File: src/rtl/fetch_stage_if.sv
// Fetch-stage bus: instruction-memory port, decode-side controls and IF/ID outputs.
// master = fetch stage, slave = surrounding pipeline / memory.
interface fetch_stage_if;
    logic [31:0] imem_addr;
    logic [31:0] imem_instr;
    logic        stall;
    logic        redirect_valid;
    logic [31:0] redirect_pc;
    logic        ifid_valid;
    logic [31:0] ifid_instr;
    logic [31:0] ifid_pc;
    logic [31:0] ifid_pc_plus4;
    logic        fetch_fault;
    logic [31:0] fetch_count;

    modport master (
        output imem_addr,
        input  imem_instr,
        input  stall,
        input  redirect_valid,
        input  redirect_pc,
        output ifid_valid,
        output ifid_instr,
        output ifid_pc,
        output ifid_pc_plus4,
        output fetch_fault,
        output fetch_count
    );

    modport slave (
        input  imem_addr,
        output imem_instr,
        output stall,
        output redirect_valid,
        output redirect_pc,
        input  ifid_valid,
        input  ifid_instr,
        input  ifid_pc,
        input  ifid_pc_plus4,
        input  fetch_fault,
        input  fetch_count
    );
endinterface

File: src/rtl/fetch_stage.sv
// Instruction-fetch stage: owns the PC, feeds the combinational instruction memory
// and loads the IF/ID register; handles stall, redirect/flush and a sticky fetch fault.
//
// state | meaning
// BOOT  | single cycle after reset, PC held, nothing fetched yet
// RUN   | fetching one instruction per cycle unless stalled or redirected
// HALT  | fetch fault seen, everything frozen until reset
module fetch_stage #(
    parameter logic [31:0] RESET_PC   = 32'h0000_0000,
    parameter int          IMEM_WORDS = 2048,
    parameter logic [31:0] NOP_INSTR  = 32'h0000_0013
) (
    input  logic          clk,
    input  logic          rst,
    fetch_stage_if.master bus
);

    typedef enum logic [1:0] {
        BOOT = 2'd0,
        RUN  = 2'd1,
        HALT = 2'd2
    } state_t;

    // 33 bits so the limit check also covers PCs that wrapped past 2^32
    localparam logic [32:0] IMEM_LIMIT = 33'(IMEM_WORDS) * 33'd4;

    function automatic logic addr_ok(input logic [31:0] a);
        return (a[1:0] == 2'b00) && ({1'b0, a} < IMEM_LIMIT);
    endfunction

    state_t      state_q, state_d;
    logic [31:0] pc_q, pc_d;
    logic        ifid_valid_q, ifid_valid_d;
    logic [31:0] ifid_instr_q, ifid_instr_d;
    logic [31:0] ifid_pc_q, ifid_pc_d;
    logic [31:0] ifid_pc_plus4_q, ifid_pc_plus4_d;
    logic        fetch_fault_q, fetch_fault_d;
    logic [31:0] fetch_count_q, fetch_count_d;
    logic [31:0] pc_plus4;

    assign pc_plus4 = pc_q + 32'd4;

    always_ff @(posedge clk or posedge rst) begin
        if (rst) begin
            state_q         <= BOOT;
            pc_q            <= RESET_PC;
            ifid_valid_q    <= 1'b0;
            ifid_instr_q    <= NOP_INSTR;
            ifid_pc_q       <= 32'h0000_0000;
            ifid_pc_plus4_q <= 32'h0000_0004;
            fetch_fault_q   <= 1'b0;
            fetch_count_q   <= 32'h0000_0000;
        end else begin
            state_q         <= state_d;
            pc_q            <= pc_d;
            ifid_valid_q    <= ifid_valid_d;
            ifid_instr_q    <= ifid_instr_d;
            ifid_pc_q       <= ifid_pc_d;
            ifid_pc_plus4_q <= ifid_pc_plus4_d;
            fetch_fault_q   <= fetch_fault_d;
            fetch_count_q   <= fetch_count_d;
        end
    end

    always_comb begin
        state_d         = state_q;
        pc_d            = pc_q;
        ifid_valid_d    = ifid_valid_q;
        ifid_instr_d    = ifid_instr_q;
        ifid_pc_d       = ifid_pc_q;
        ifid_pc_plus4_d = ifid_pc_plus4_q;
        fetch_fault_d   = fetch_fault_q;
        fetch_count_d   = fetch_count_q;

        unique case (state_q)
            BOOT: begin
                ifid_valid_d = 1'b0;
                if (addr_ok(RESET_PC)) begin
                    state_d = RUN;
                end else begin
                    state_d       = HALT;
                    fetch_fault_d = 1'b1;
                end
            end
            RUN: begin
                if (bus.redirect_valid) begin
                    ifid_valid_d = 1'b0;
                    ifid_instr_d = NOP_INSTR;
                    if (addr_ok(bus.redirect_pc)) begin
                        pc_d = bus.redirect_pc;
                    end else begin
                        fetch_fault_d = 1'b1;
                        state_d       = HALT;
                    end
                end else if (!bus.stall) begin
                    ifid_valid_d    = 1'b1;
                    ifid_instr_d    = bus.imem_instr;
                    ifid_pc_d       = pc_q;
                    ifid_pc_plus4_d = pc_plus4;
                    fetch_count_d   = fetch_count_q + 32'd1;
                    pc_d            = pc_plus4;
                    // last word delivered; the out-of-range PC is never fetched
                    if (!addr_ok(pc_plus4)) begin
                        fetch_fault_d = 1'b1;
                        state_d       = HALT;
                    end
                end
            end
            HALT: begin
                ifid_valid_d  = 1'b0;
                fetch_fault_d = 1'b1;
            end
            default: begin
                state_d = HALT;
            end
        endcase
    end

    assign bus.imem_addr     = pc_q;
    assign bus.ifid_valid    = ifid_valid_q;
    assign bus.ifid_instr    = ifid_instr_q;
    assign bus.ifid_pc       = ifid_pc_q;
    assign bus.ifid_pc_plus4 = ifid_pc_plus4_q;
    assign bus.fetch_fault   = fetch_fault_q;
    assign bus.fetch_count   = fetch_count_q;

endmodule
File: src/flat_wrapper.sv
// flat-port wrapper written by rule: the top's interface ports become plain ports
module fetch_stage_flat 
#(
    parameter logic [31:0] RESET_PC   = 32'h0000_0000,
    parameter int          IMEM_WORDS = 2048,
    parameter logic [31:0] NOP_INSTR  = 32'h0000_0013
)
  (clk, rst, bus_imem_addr, bus_imem_instr, bus_stall, bus_redirect_valid, bus_redirect_pc, bus_ifid_valid, bus_ifid_instr, bus_ifid_pc, bus_ifid_pc_plus4, bus_fetch_fault, bus_fetch_count);
  fetch_stage_if bus_i ();
  input  logic clk;
  input  logic rst;
  output wire logic [$bits(bus_i.imem_addr)-1:0] bus_imem_addr;
  input wire logic [$bits(bus_i.imem_instr)-1:0] bus_imem_instr;
  input wire logic [$bits(bus_i.stall)-1:0] bus_stall;
  input wire logic [$bits(bus_i.redirect_valid)-1:0] bus_redirect_valid;
  input wire logic [$bits(bus_i.redirect_pc)-1:0] bus_redirect_pc;
  output wire logic [$bits(bus_i.ifid_valid)-1:0] bus_ifid_valid;
  output wire logic [$bits(bus_i.ifid_instr)-1:0] bus_ifid_instr;
  output wire logic [$bits(bus_i.ifid_pc)-1:0] bus_ifid_pc;
  output wire logic [$bits(bus_i.ifid_pc_plus4)-1:0] bus_ifid_pc_plus4;
  output wire logic [$bits(bus_i.fetch_fault)-1:0] bus_fetch_fault;
  output wire logic [$bits(bus_i.fetch_count)-1:0] bus_fetch_count;
  assign bus_imem_addr = bus_i.imem_addr;
  assign bus_i.imem_instr = bus_imem_instr;
  assign bus_i.stall = bus_stall;
  assign bus_i.redirect_valid = bus_redirect_valid;
  assign bus_i.redirect_pc = bus_redirect_pc;
  assign bus_ifid_valid = bus_i.ifid_valid;
  assign bus_ifid_instr = bus_i.ifid_instr;
  assign bus_ifid_pc = bus_i.ifid_pc;
  assign bus_ifid_pc_plus4 = bus_i.ifid_pc_plus4;
  assign bus_fetch_fault = bus_i.fetch_fault;
  assign bus_fetch_count = bus_i.fetch_count;
  fetch_stage #(.RESET_PC(RESET_PC), .IMEM_WORDS(IMEM_WORDS), .NOP_INSTR(NOP_INSTR)) u_core (.clk(clk), .rst(rst), .bus(bus_i));
endmodule
File: config.mk
export PLATFORM = sky130hd
export DESIGN_NAME = fetch_stage_flat
export DESIGN_NICKNAME = d
export VERILOG_FILES = /design/src/rtl/fetch_stage_if.sv /design/src/rtl/fetch_stage.sv /design/src/flat_wrapper.sv
export SDC_FILE = /design/constraint.sdc
export NUM_CORES = 1
export LEC_CHECK = 0
export CAP_MARGIN = 20
export CORE_MARGIN = 5
export CORE_UTILIZATION = 25
export DETAILED_ROUTE_END_ITERATION = 8
export DONT_BUFFER_PORTS = 1
export REMOVE_ABC_BUFFERS = 1
export SETUP_SLACK_MARGIN = 0.05
export SLEW_MARGIN = 20
export SYNTH_ARGS = -nofsm -noshare
export SYNTH_HDL_FRONTEND = slang
export SYNTH_SLANG_ARGS = --single-unit
File: constraint.sdc
create_clock -name clk -period 6.7 [get_ports clk]
set_input_delay 0 -clock clk [delete_from_list [all_inputs] [get_ports clk]]
set_output_delay 0 -clock clk [all_outputs]
set_load 0.02 [all_outputs]
# Yosys cells after proc, flatten, opt, wreduce, memory -nomap -nowiden
# Cells that the tools add are included.
[totals] register_bits=164 latchBits=0 mem_bits_rw=0 rom_bits=0 in_bits=68 output_inout_bits=162 word_cells=54 memories=0
[classes] addsub=2 multipliers=0 div_mod_pow=0 n_lt_le_gt_ge=2 eq_ne=7 n_shift=0 muxes=18 bitwise=3 n_reduce_logical=14
[ops] op="two-way mux 32 bit" n=5
[ops] op="< comparator 32 x 14 -> 1 bit (second input constant)" n=2
[ops] op="adder 32 x 1 -> 32 bit (second input constant)" n=1
[ops] op="adder 32 x 3 -> 32 bit (second input constant)" n=1
[ops] op="inequality test 3 bit (second input constant)" n=3
[ops] op="two-way mux 2 bit" n=4
[ops] op="AND reduction 4 bit" n=2
[ops] op="zero test 2 bit" n=3
[ops] op="two-way mux 1 bit" n=6
[ops] op="one-hot mux 2 bit (3 select lines)" n=1
[ops] op="AND reduction 3 bit" n=2
[ops] op="inequality test 2 x 1 -> 1 bit (second input constant)" n=2
[ops] op="one-hot mux 1 bit (2 select lines)" n=2
[ops] op="AND reduction 2 bit" n=2
[ops] op="nonzero test 2 bit" n=2
[ops] op="inverter 1 bit" n=3
[ops] op="equality test 2 x 1 -> 1 bit (second input constant)" n=1
[ops] op="equality test 2 bit (second input constant)" n=1
[ops] op="logical AND 1 bit" n=2
[ops] op="OR reduction 2 bit" n=1

# Logic depth before layout (Yosys ltp)
# Gate-level depths: netlist of run 1.
[logic_depth] ltp_word=7 mapped_depth=9 depth_no_buf=9

# Least setup slack after synthesis of run 1
# OpenSTA, ideal clock, no wires.
[synth_path] path_type="reg-to-reg" start="reg u_core.pc_q[2] (netlist: u_core.bus.imem_addr[2])" end="reg u_core.state_q[0]" t_arrival_ns=2.592 slack_ns=3.984 path_stages_with_launch=9 n_path_buf=0 period_less_slack_ns=2.716 path_cell_list="dfrtp_1 > ha_1 > nand4_1 > or3_1 > xnor2_1 > a2111oi_0 > nand4_1 > or2_1 > a211o_1"
[synth_via] elab_chain_len=5
[synth_lines] element="start, declared" line="fetch_stage.sv:32" text="logic [31:0] pc_q, pc_d;"
[synth_lines] element="start signal, assigned" line="fetch_stage.sv:55" text="pc_q <= pc_d;"
[synth_lines] element="adder 32 x 3 -> 32 bit" line="fetch_stage.sv:41" text="assign pc_plus4 = pc_q + 32'd4;"
[synth_lines] element="< comparator 32 x 14 -> 1 bit" line="fetch_stage.sv:28" text="return (a[1:0] == 2'b00) && ({1'b0, a} < IMEM_LIMIT);"
[synth_lines] element="logical AND 1 bit" line="fetch_stage.sv:28"
[synth_lines] element="inequality test 3 bit (no source line)"
[synth_lines] element="AND reduction 4 bit (no source line)"
[synth_lines] element="end signal, assigned" line="fetch_stage.sv:54" text="state_q <= state_d;"
[synth_lines] element="end, declared" line="fetch_stage.sv:31" text="state_t state_q, state_d;"
# Every way passes these cells.
# A chain may end at the register's enable or synchronous reset.

# Final worst setup path of run 1
[layout_path] start="reg u_core.pc_q[3] (netlist: u_core.bus.imem_addr[3])" end="reg u_core.state_q[0]"
# Same word-level chain as after synthesis.

==> results of run 1 <==
[cell usage after synthesis, types with 4 or more instances]
cell	instances	area, um2
and3_1	9	56.3
buf_4	6	45.0
a21oi_1	17	85.1
nand2_1	174	653
a211o_1	4	35.0
o21ai_0	67	335
buf_1	6	22.5
ha_1	5	62.6
a22oi_1	4	30.0
o31ai_1	10	75.1
inv_1	8	30.0
dfstp_2	4	105
dfrtp_1	158	3950
and2_1	6	37.5
nor4_1	11	68.8
buf_2	10	50.1
nand2b_1	4	25.0
or3_1	6	37.5
nand3_1	18	90.1
clkbuf_1	35	131
or4_1	4	30.0
nor2_1	54	203
mux2i_1	6	60.1
nor3_1	11	55.1
a22o_1	33	289
nand4_1	14	87.6
xnor2_1	38	333
xor2_1	23	201
[cell type report]
| type | count | area, um2 | area share (%) |
|---|---|---|---|
| antenna | 1 | 2.50 | 0.0278 |
| clock buffer | 21 | 450 | 5.01 |
| clock inverter | 11 | 133 | 1.48 |
| inverter | 8 | 35.0 | 0.390 |
| multi-input combinational | 560 | 3240 | 36.0 |
| sequential | 162 | 4060 | 45.2 |
| tap | 390 | 488 | 5.43 |
| timing repair buffer | 59 | 586 | 6.51 |
[logic make-up after synthesis]
group                    count (synthesis)  synth area share, %
multiplexers                             7                0.942
flip-flops                             162                 53.6
AO/OA/AOI/OAI                          155                 13.3
XOR/XNOR                                61                 7.06
AND/OR/NAND/NOR                        332                 20.4
adder cells (fa/ha/maj)                  5                0.826
buffers and inverters                   67                 3.82
[sequential cells by signal, summed over array words and instances, names as in the netlist]
name and cells:
u_core.bus.fetch_count 32, u_core.bus.fetch_fault 1, u_core.bus.ifid_instr 32, u_core.bus.ifid_pc 32
u_core.bus.ifid_pc_plus4 30, u_core.bus.ifid_valid 1, u_core.bus.imem_addr 32, u_core.state_q 2
[metal layers]
layer  up-vias  GRT usage, %
met5         -             0
met4         0          3.05
met3        14          4.81
met2       203          21.1
met1      2795          17.1
li1       2745             -
[power by group through the flow]
| stage | registers [mW] | clock network, mW | logic, mW |
|---|---|---|---|
| floorplan | 1.55 | 0 | 0.326 |
| global placement | 1.65 | 0 | 0.407 |
| detailed placement | 1.65 | 0 | 0.425 |
| CTS | 1.64 | 1.03 | 0.455 |
| global route | 1.66 | 1.07 | 0.514 |
| finish | 1.62 | 0.995 | 0.451 |
[worst register-to-register path, stage by stage (launching register included)]
cell       delay, ns
dfrtp_1         0.62
ha_1            0.36
nand4_1         0.36
nor3_2          0.55
nand4_1         0.15
a2111oi_0       0.40
nand4_1         0.23
or2_1           0.30
a211o_1         0.27
[worst min path at each step]
| stage | slack [ns] | startpoint | endpoint |
|---|---|---|---|
| CTS | 0.004 | bus_redirect_valid | u_core.bus.fetch_count[5]$_DFFE_PP0P_ |
| global route | 0.03 | bus_redirect_valid | u_core.bus.fetch_count[5]$_DFFE_PP0P_ |
| floorplan | 0.09 | bus_redirect_valid | u_core.bus.imem_addr[19]$_DFFE_PP0P_ |
| detailed placement | -0.008 | rst | u_core.bus.fetch_count[27]$_DFFE_PP0P_ |
| global placement | -0.01 | rst | u_core.bus.fetch_count[27]$_DFFE_PP0P_ |
| finish | 0.03 | bus_redirect_valid | u_core.bus.fetch_count[5]$_DFFE_PP0P_ |
[per-stage QoR]
| step | std cells | setup slack, ns |
|---|---|---|
| 2_1_floorplan | 730 | 2.14 |
| 3_3_place_gp | 1126 | 3.51 |
| 3_5_place_dp | 1126 | 3.40 |
| 4_1_cts | 1211 | 3.39 |
| 5_1_grt | 1212 | 3.12 |
| 6_report | 1212 | 3.36 |
==> summary.txt, run 1 <==
Int Pwr -> 1.93 mW
Later-pin clock latency in the skew report -> 0.43 ns
Combinational Power Share -> 14.7%
Buffers on Ports -> 0
Clock Skews -> 0.0163 ns
Initial Util -> 25.4%
Fin crit share -> 49.9%
Peak VDD IR -> 0.217 mV
Clk slew on worst S/H paths -> 0.07 ns
Async set-or-reset flop fraction in the synthesized netlist -> 100%
Status -> completed
CP max stage cell -> dfrtp_1
Iter 0 DRT Violations -> 297
CP Cell Sequence -> ha_1 -> nand4_1 -> nor3_2 -> nand4_1 -> a2111oi_0 -> nand4_1 -> or2_1 -> a211o_1
Antenna violations before repair -> 1
Max incr delay on CP -> 0.62 ns
Vias in the first global route -> 5843
Die Area -> 33900 um2
DRT met1 WL -> 9990 um
# rows -> 63
# hold bufs at CTS -> 53
Max Cap Violations -> 0
Crit-path leading delay family -> simple AND/OR/NAND/NOR gates
Largest net degree at the start of global routing -> 90
RSZ-0062 raised after global routing -> false
DR DRC count -> 0
Met2 Wirelength -> 10400 um
Routed wire length -> 22600 um
Reg2Reg Setup Slack -> 3.36 ns
Top Layer Used -> met4
Cells after Synth -> 789
Core Box Area -> 29800 um2
Fillers -> 3090
CP Class -> reg -> reg
LEAKAGE -> 3.93 nW
Post-synth EDFFs -> 0
Reg2Reg Depth -> 8
Util after Layout -> 30.2%
Slew at the pin with the worst max-slew slack -> 0.902 ns
WP depth -> 8
FF-to-FF Start -> u_core.bus.imem_addr[3]$_DFFE_PP0P_
Fraction of layout cells with a size suffix above 1 -> 6.58%
Root buf cell -> clkbuf_16
Ys Warns -> 0
WL/cell -> 18.6 um
TNS Setup -> 0 ns
Design area -> 8990 um2
Sink Count -> 162
Crit Path Max Fanout -> 8
Routed wl met3 -> 1870 um
Crit path to -> u_core.state_q[0]$_DFFE_PP0P_
CTS buffer count -> 17
Io pins -> 230
CP Launch Type -> flop
Pwr dens -> 342 nW/um2
Post-CTS sizing -> 0
CP Buf/Inv Count -> 0
DRT Pass-1 Iters -> 4
Switching pwr -> 1.14 mW
Worst Hold Depth -> 4
CTS tree -> yes
Cell repeated most along the worst path -> nand4_1
Worst EP required -> 7.02 ns
Most frequent cells in the layout -> nand2_1 (173), dfrtp_1 (158), o21ai_0 (67), nor2_1 (54), dlygate4sd3_1 (52)
Data arrival, critical path -> 3.66 ns
Worst reg2reg endpoint -> u_core.state_q[0]$_DFFE_PP0P_
Gp weighted congestion -> 0.812
Mapped cell area -> 7570 um2
Sw Ratio -> 37.2%
Vias -> 5757
Power Total -> 3.07 mW
Post-CTS Setup Bufs -> 0
DRT antenna net count -> 0
GRT overflow -> 0
Final setup viols -> 0
Register area share after synthesis -> 53.6%
Final hold slack -> 0.0311 ns
Max frequency -> 0.299 GHz
Total Routing Usage GR -> 13.2%
Synth Register Bits -> 162
Final Net Count -> 881
Crit. End Element -> flop
Crit path launch -> u_core.bus.imem_addr[3]$_DFFE_PP0P_
Worst slew margin -> 39.9%
Mapped Avg Cell Area -> 9.59 um2
CTS max path bufs -> 2
H-tree depth -> 4
Dpl hpwl -> 15600 um
Final Critical Period -> 3.34 ns
Unique cell type count in the Yosys netlist -> 56
First-pass GRT wire length -> 35000 um
Die height -> 184 um
Placed inst area -> 7860 um2
Commonest non-fill, non-tap cell in the layout -> nand2_1
Slew Viols, Final -> 0
Chip width -> 184 um
Clock power share -> 32.4%
Synth-to-Final Area Change -> 18.7%
Ys flop type -> dfrtp_1
Hold/Removal Path Class -> in -> reg
Vias per cell -> 4.75
Final Hold Viols -> 0
Share of power burned in registers -> 52.9%
(Power assumes the default switching activity.)
==> inputs of run 2 (changes only) <==
Settings changed: ABC_AREA from default to 1.
Clock period 6.7 ns to 3.2 ns, I/O delays scaled along.
==> summary.txt, run 2 <==
Status -> completed (unchanged)
WL/cell -> 17.7 um (was 18.6 um)
Hold/Removal Path Class -> in -> reg (unchanged)
Placed Instances -> 1212 (was 1126)
CTS buffer count -> 17 (unchanged)
Reg2Reg Setup Slack -> 0.73 ns (was 3.36 ns)
Pwr dens -> 930 nW/um2 (was 342 nW/um2)
Chip width -> 183 um (was 184 um)
Cells after Synth -> 847 (was 789)
Initial Util -> 25.3% (was 25.4%)
LEAKAGE -> 4.11 nW (was 3.93 nW)
Clock Skews -> 0.0127 ns (was 0.0163 ns)
Design area -> 8990 um2 (unchanged)
CTS tree -> yes (unchanged)
Post-Synth Adder-Cell Area -> 0.837% (was 0.826%)
Reg2Reg Depth -> 14 (was 8)
Placed inst area -> 7870 um2 (was 7860 um2)
Root buf cell -> clkbuf_16 (unchanged)
Dpl hpwl -> 16800 um (was 15600 um)
Multiplexer area fraction after synthesis -> 0% (was 0.942%)
Commonest non-fill, non-tap cell in the layout -> nand2_1 (unchanged)
Largest family of logic cells by synthesized area -> simple AND/OR/NAND/NOR gates (unchanged)
Synth-to-Final Area Change -> 20.3% (was 18.7%)
Antenna violations before repair -> 0 (was 1)
Buffers on Ports -> 0 (unchanged)
First-pass GRT wire length -> 36100 um (was 35000 um)
DR DRC count -> 0 (unchanged)
Crit Path Max Fanout -> 6 (was 8)
CP Launch Type -> flop (unchanged)
Combinational Power Share -> 20.7% (was 14.7%)
Final hold slack -> 0.0204 ns (was 0.0311 ns)
Finished Layout Cells -> 1299 (was 1212)
Mapped cell area -> 7470 um2 (was 7570 um2)
Compound-Gate Fraction of Synth Area -> 10.1% (was 13.3%)
Ys flop type -> dfrtp_1 (unchanged)
Async set-or-reset flop fraction in the synthesized netlist -> 100% (unchanged)
Largest net degree at the start of global routing -> 100 (was 90)
Post-synth top cells -> nand2_1 (229), dfrtp_1 (158), nor2_1 (89), inv_1 (73), o21ai_0 (70) (was nand2_1 (174), dfrtp_1 (158), o21ai_0 (67), nor2_1 (54), xnor2_1 (38))
CP Class -> reg -> reg (unchanged)
Post-Synth XOR/XNOR Area -> 4.45% (was 7.06%)
Routed wire length -> 23000 um (was 22600 um)
TNS Setup -> 0 ns (unchanged)
Fillers -> 3080 (was 3090)
Synth Register Bits -> 162 (unchanged)
# rows -> 63 (unchanged)
Die height -> 183 um (was 184 um)
Register area share after synthesis -> 54.3% (was 53.6%)
Sw Ratio -> 45.5% (was 37.2%)
RSZ-0062 raised after global routing -> false (unchanged)
Peak VDD IR -> 0.376 mV (was 0.217 mV)
PnR worst setup slack -> 0.726 ns (was 3.36 ns)
Fraction of layout cells with a size suffix above 1 -> 9.47% (was 6.58%)
Hold Path End -> u_core.bus.imem_addr[5]$_DFFE_PP0P_ (was u_core.bus.fetch_count[5]$_DFFE_PP0P_)
Final setup viols -> 0 (unchanged)
Vias -> 5879 (was 5757)
Area share of the largest cell type after synthesis -> 52.9% (was 52.2%)
Top cells by area, synth -> dfrtp_1 (53%), nand2_1 (11%), o21ai_0 (4.7%) (was dfrtp_1 (52%), nand2_1 (8.6%), o21ai_0 (4.4%))
Final Critical Period -> 2.47 ns (was 3.34 ns)
H-tree depth -> 4 (unchanged)
Io pins -> 230 (unchanged)
Ys Warns -> 0 (unchanged)
Final Net Count -> 968 (was 881)
Vias per cell -> 4.53 (was 4.75)
Post-synth EDFFs -> 0 (unchanged)
Worst reg2reg endpoint -> u_core.state_q[1]$_DFFE_PP0P_ (was u_core.state_q[0]$_DFFE_PP0P_)
Worst EP required -> 3.53 ns (was 7.02 ns)
Mapped Avg Cell Area -> 8.82 um2 (was 9.59 um2)
CTS max path bufs -> 2 (unchanged)
Sink Count -> 162 (unchanged)
Hold path start -> bus_redirect_valid (unchanged)
Worst slew margin -> 36.9% (was 39.9%)
Gp weighted congestion -> 0.856 (was 0.812)
Max Cap Violations -> 0 (unchanged)
Clk slew on worst S/H paths -> 0.07 ns (about the same)
Total Routing Usage GR -> 13.8% (was 13.2%)
Register area -> 4060 um2 (unchanged)
Final Hold Viols -> 0 (unchanged)
Slew at the pin with the worst max-slew slack -> 0.947 ns (was 0.902 ns)
Pre-CTS setup slack -> 0.703 ns (was 3.40 ns)
Share of power burned in registers -> 55.1% (was 52.9%)
Data arrival, critical path -> 2.80 ns (was 3.66 ns)
Vias in the first global route -> 6040 (was 5843)
Int Pwr -> 4.56 mW (was 1.93 mW)
Post-Synth Simple-Gate Area -> 24.6% (was 20.4%)
Die Area -> 33500 um2 (was 33900 um2)
Slew Viols, Final -> 0 (unchanged)
Synth area leader -> dfrtp_1 (unchanged)
GRT overflow -> 0 (unchanged)
Most frequent cell after synthesis -> nand2_1 (unchanged)
Core Box Area -> 29600 um2 (was 29800 um2)
Max frequency -> 0.404 GHz (was 0.299 GHz)
DRT Pass-1 Iters -> 5 (was 4)
Fin crit share -> 77.3% (was 49.9%)
Area of the multi-input gates -> 2990 um2 (was 3240 um2)
Most frequent cells in the layout -> nand2_1 (229), dfrtp_1 (158), nor2_1 (89), inv_1 (71), o21ai_0 (70) (was nand2_1 (173), dfrtp_1 (158), o21ai_0 (67), nor2_1 (54), dlygate4sd3_1 (52))
Later-pin clock latency in the skew report -> 0.44 ns (was 0.43 ns)
Iter 0 DRT Violations -> 405 (was 297)
Switching pwr -> 3.80 mW (was 1.14 mW)
Post-CTS Setup Bufs -> 0 (unchanged)
Worst Hold Depth -> 3 (was 4)
DRT antenna net count -> 0 (unchanged)
Clock power share -> 24.2% (was 32.4%)
Unique cell type count in the Yosys netlist -> 35 (was 56)
FF-to-FF Start -> u_core.bus.imem_addr[3]$_DFFE_PP0P_ (unchanged)
Crit. End Element -> flop (unchanged)
[run 2: cell count changes in the layout (fill, tap and decap cells not counted), sizes merged, moves of 8 or more]
| cell | delta |
|---|---|
| and3 | -9 |
| nand3 | +14 |
| nor4 | -8 |
| xnor2 | -28 |
| nor2 | +55 |
| nand2 | +65 |
| inv | +70 |
[run 2: how the worst max path moves through the flow]
| stage | from | end | slack [ns] | cells after the start |
|---|---|---|---|---|
| 2_1_floorplan | rst | u_core.bus.fetch_count[0]$_DFFE_PP0P_ | -1.17 | 1 |
| 3_3_place_gp | u_core.bus.imem_addr[2]$_DFFE_PP0P_ | u_core.state_q[0]$_DFFE_PP0P_ | 0.76 | 14 |
| 3_5_place_dp | u_core.bus.imem_addr[2]$_DFFE_PP0P_ | u_core.state_q[0]$_DFFE_PP0P_ | 0.70 | 14 |
| 4_1_cts | u_core.bus.imem_addr[2]$_DFFE_PP0P_ | u_core.state_q[1]$_DFFE_PP0P_ | 0.69 | 14 |
| 5_1_grt | u_core.bus.imem_addr[2]$_DFFE_PP0P_ | u_core.bus.fetch_fault$_DFFE_PP0P_ | 0.45 | 14 |
| 6_report | u_core.bus.imem_addr[3]$_DFFE_PP0P_ | u_core.state_q[1]$_DFFE_PP0P_ | 0.73 | 14 |
[run 2: power by group through the flow]
stage / Clock (mW) / Sequential, mW / Combinational (mW)
2_1_floorplan: 0 / 4.26 / 1.27
3_3_place_gp: 0 / 4.66 / 1.60
3_5_place_dp: 0 / 4.67 / 1.65
4_1_cts: 2.08 / 4.64 / 1.74
5_1_grt: 2.20 / 4.74 / 2.02
6_report: 2.02 / 4.60 / 1.73
[run 2: through the flow]
stage          total power [mW]  utilization [%]
2_1_floorplan              5.53                -
3_3_place_gp               6.27             26.6
3_5_place_dp               6.31             26.6
4_1_cts                    8.46             30.3
5_1_grt                    8.95             30.4
6_report                   8.36             30.4
[run 2: cells by family (layout without fill, tap and decap cells)]
| logic type | after synthesis | after routing |
|---|---|---|
| flip-flops | 162 | 162 |
| AO/OA/AOI/OAI | 123 | 123 |
| adder cells (fa/ha/maj) | 5 | 5 |
| AND/OR/NAND/NOR | 413 | 413 |
| other | 0 | 1 |
| XOR/XNOR | 38 | 38 |
| buffers and inverters | 106 | 167 |
[run 2: critical path, stage by stage, from the launching register on]
cell and delay [ns]:
dfrtp_1 0.61, ha_1 0.31, nand3_1 0.17, nor2_1 0.31, nand3_1 0.11, nand2_1 0.07, nand2_1 0.07, inv_1 0.05
nand2_1 0.05, nor2_1 0.14, nand2_1 0.08, nor2_2 0.09, nand3_2 0.13, nand4_1 0.10, nand2_1 0.07
[run 2: area by class of cell]
| cell class | instances | area share (%) |
|---|---|---|
| diodes | 1 | 0.0278 |
| clock buffers | 17 | 4.73 |
| clock inverters | 15 | 1.64 |
| inverters | 75 | 3.19 |
| multi-input cells | 579 | 33.3 |
| flip-flops and latches | 162 | 45.2 |
| well taps | 390 | 5.43 |
| repair buffers | 60 | 6.57 |
[run 2: layer usage]
layer  vias to the layer above  share of wire, %  global-route usage (%)
met1                      2821                44                    18.3
li1                       2833                 -                       -
met2                       199                46                    20.9
met5                         -                 0                       0
met3                        26               8.1                    5.22
met4                         0               2.1                    4.47
[run 2: repair_timing]
| item | in CTS | in global routing |
|---|---|---|
| hold endpoints to repair | 133 | 0 |
| gates resized for setup | 0 | 0 |
| hold buffers | 53 | 0 |
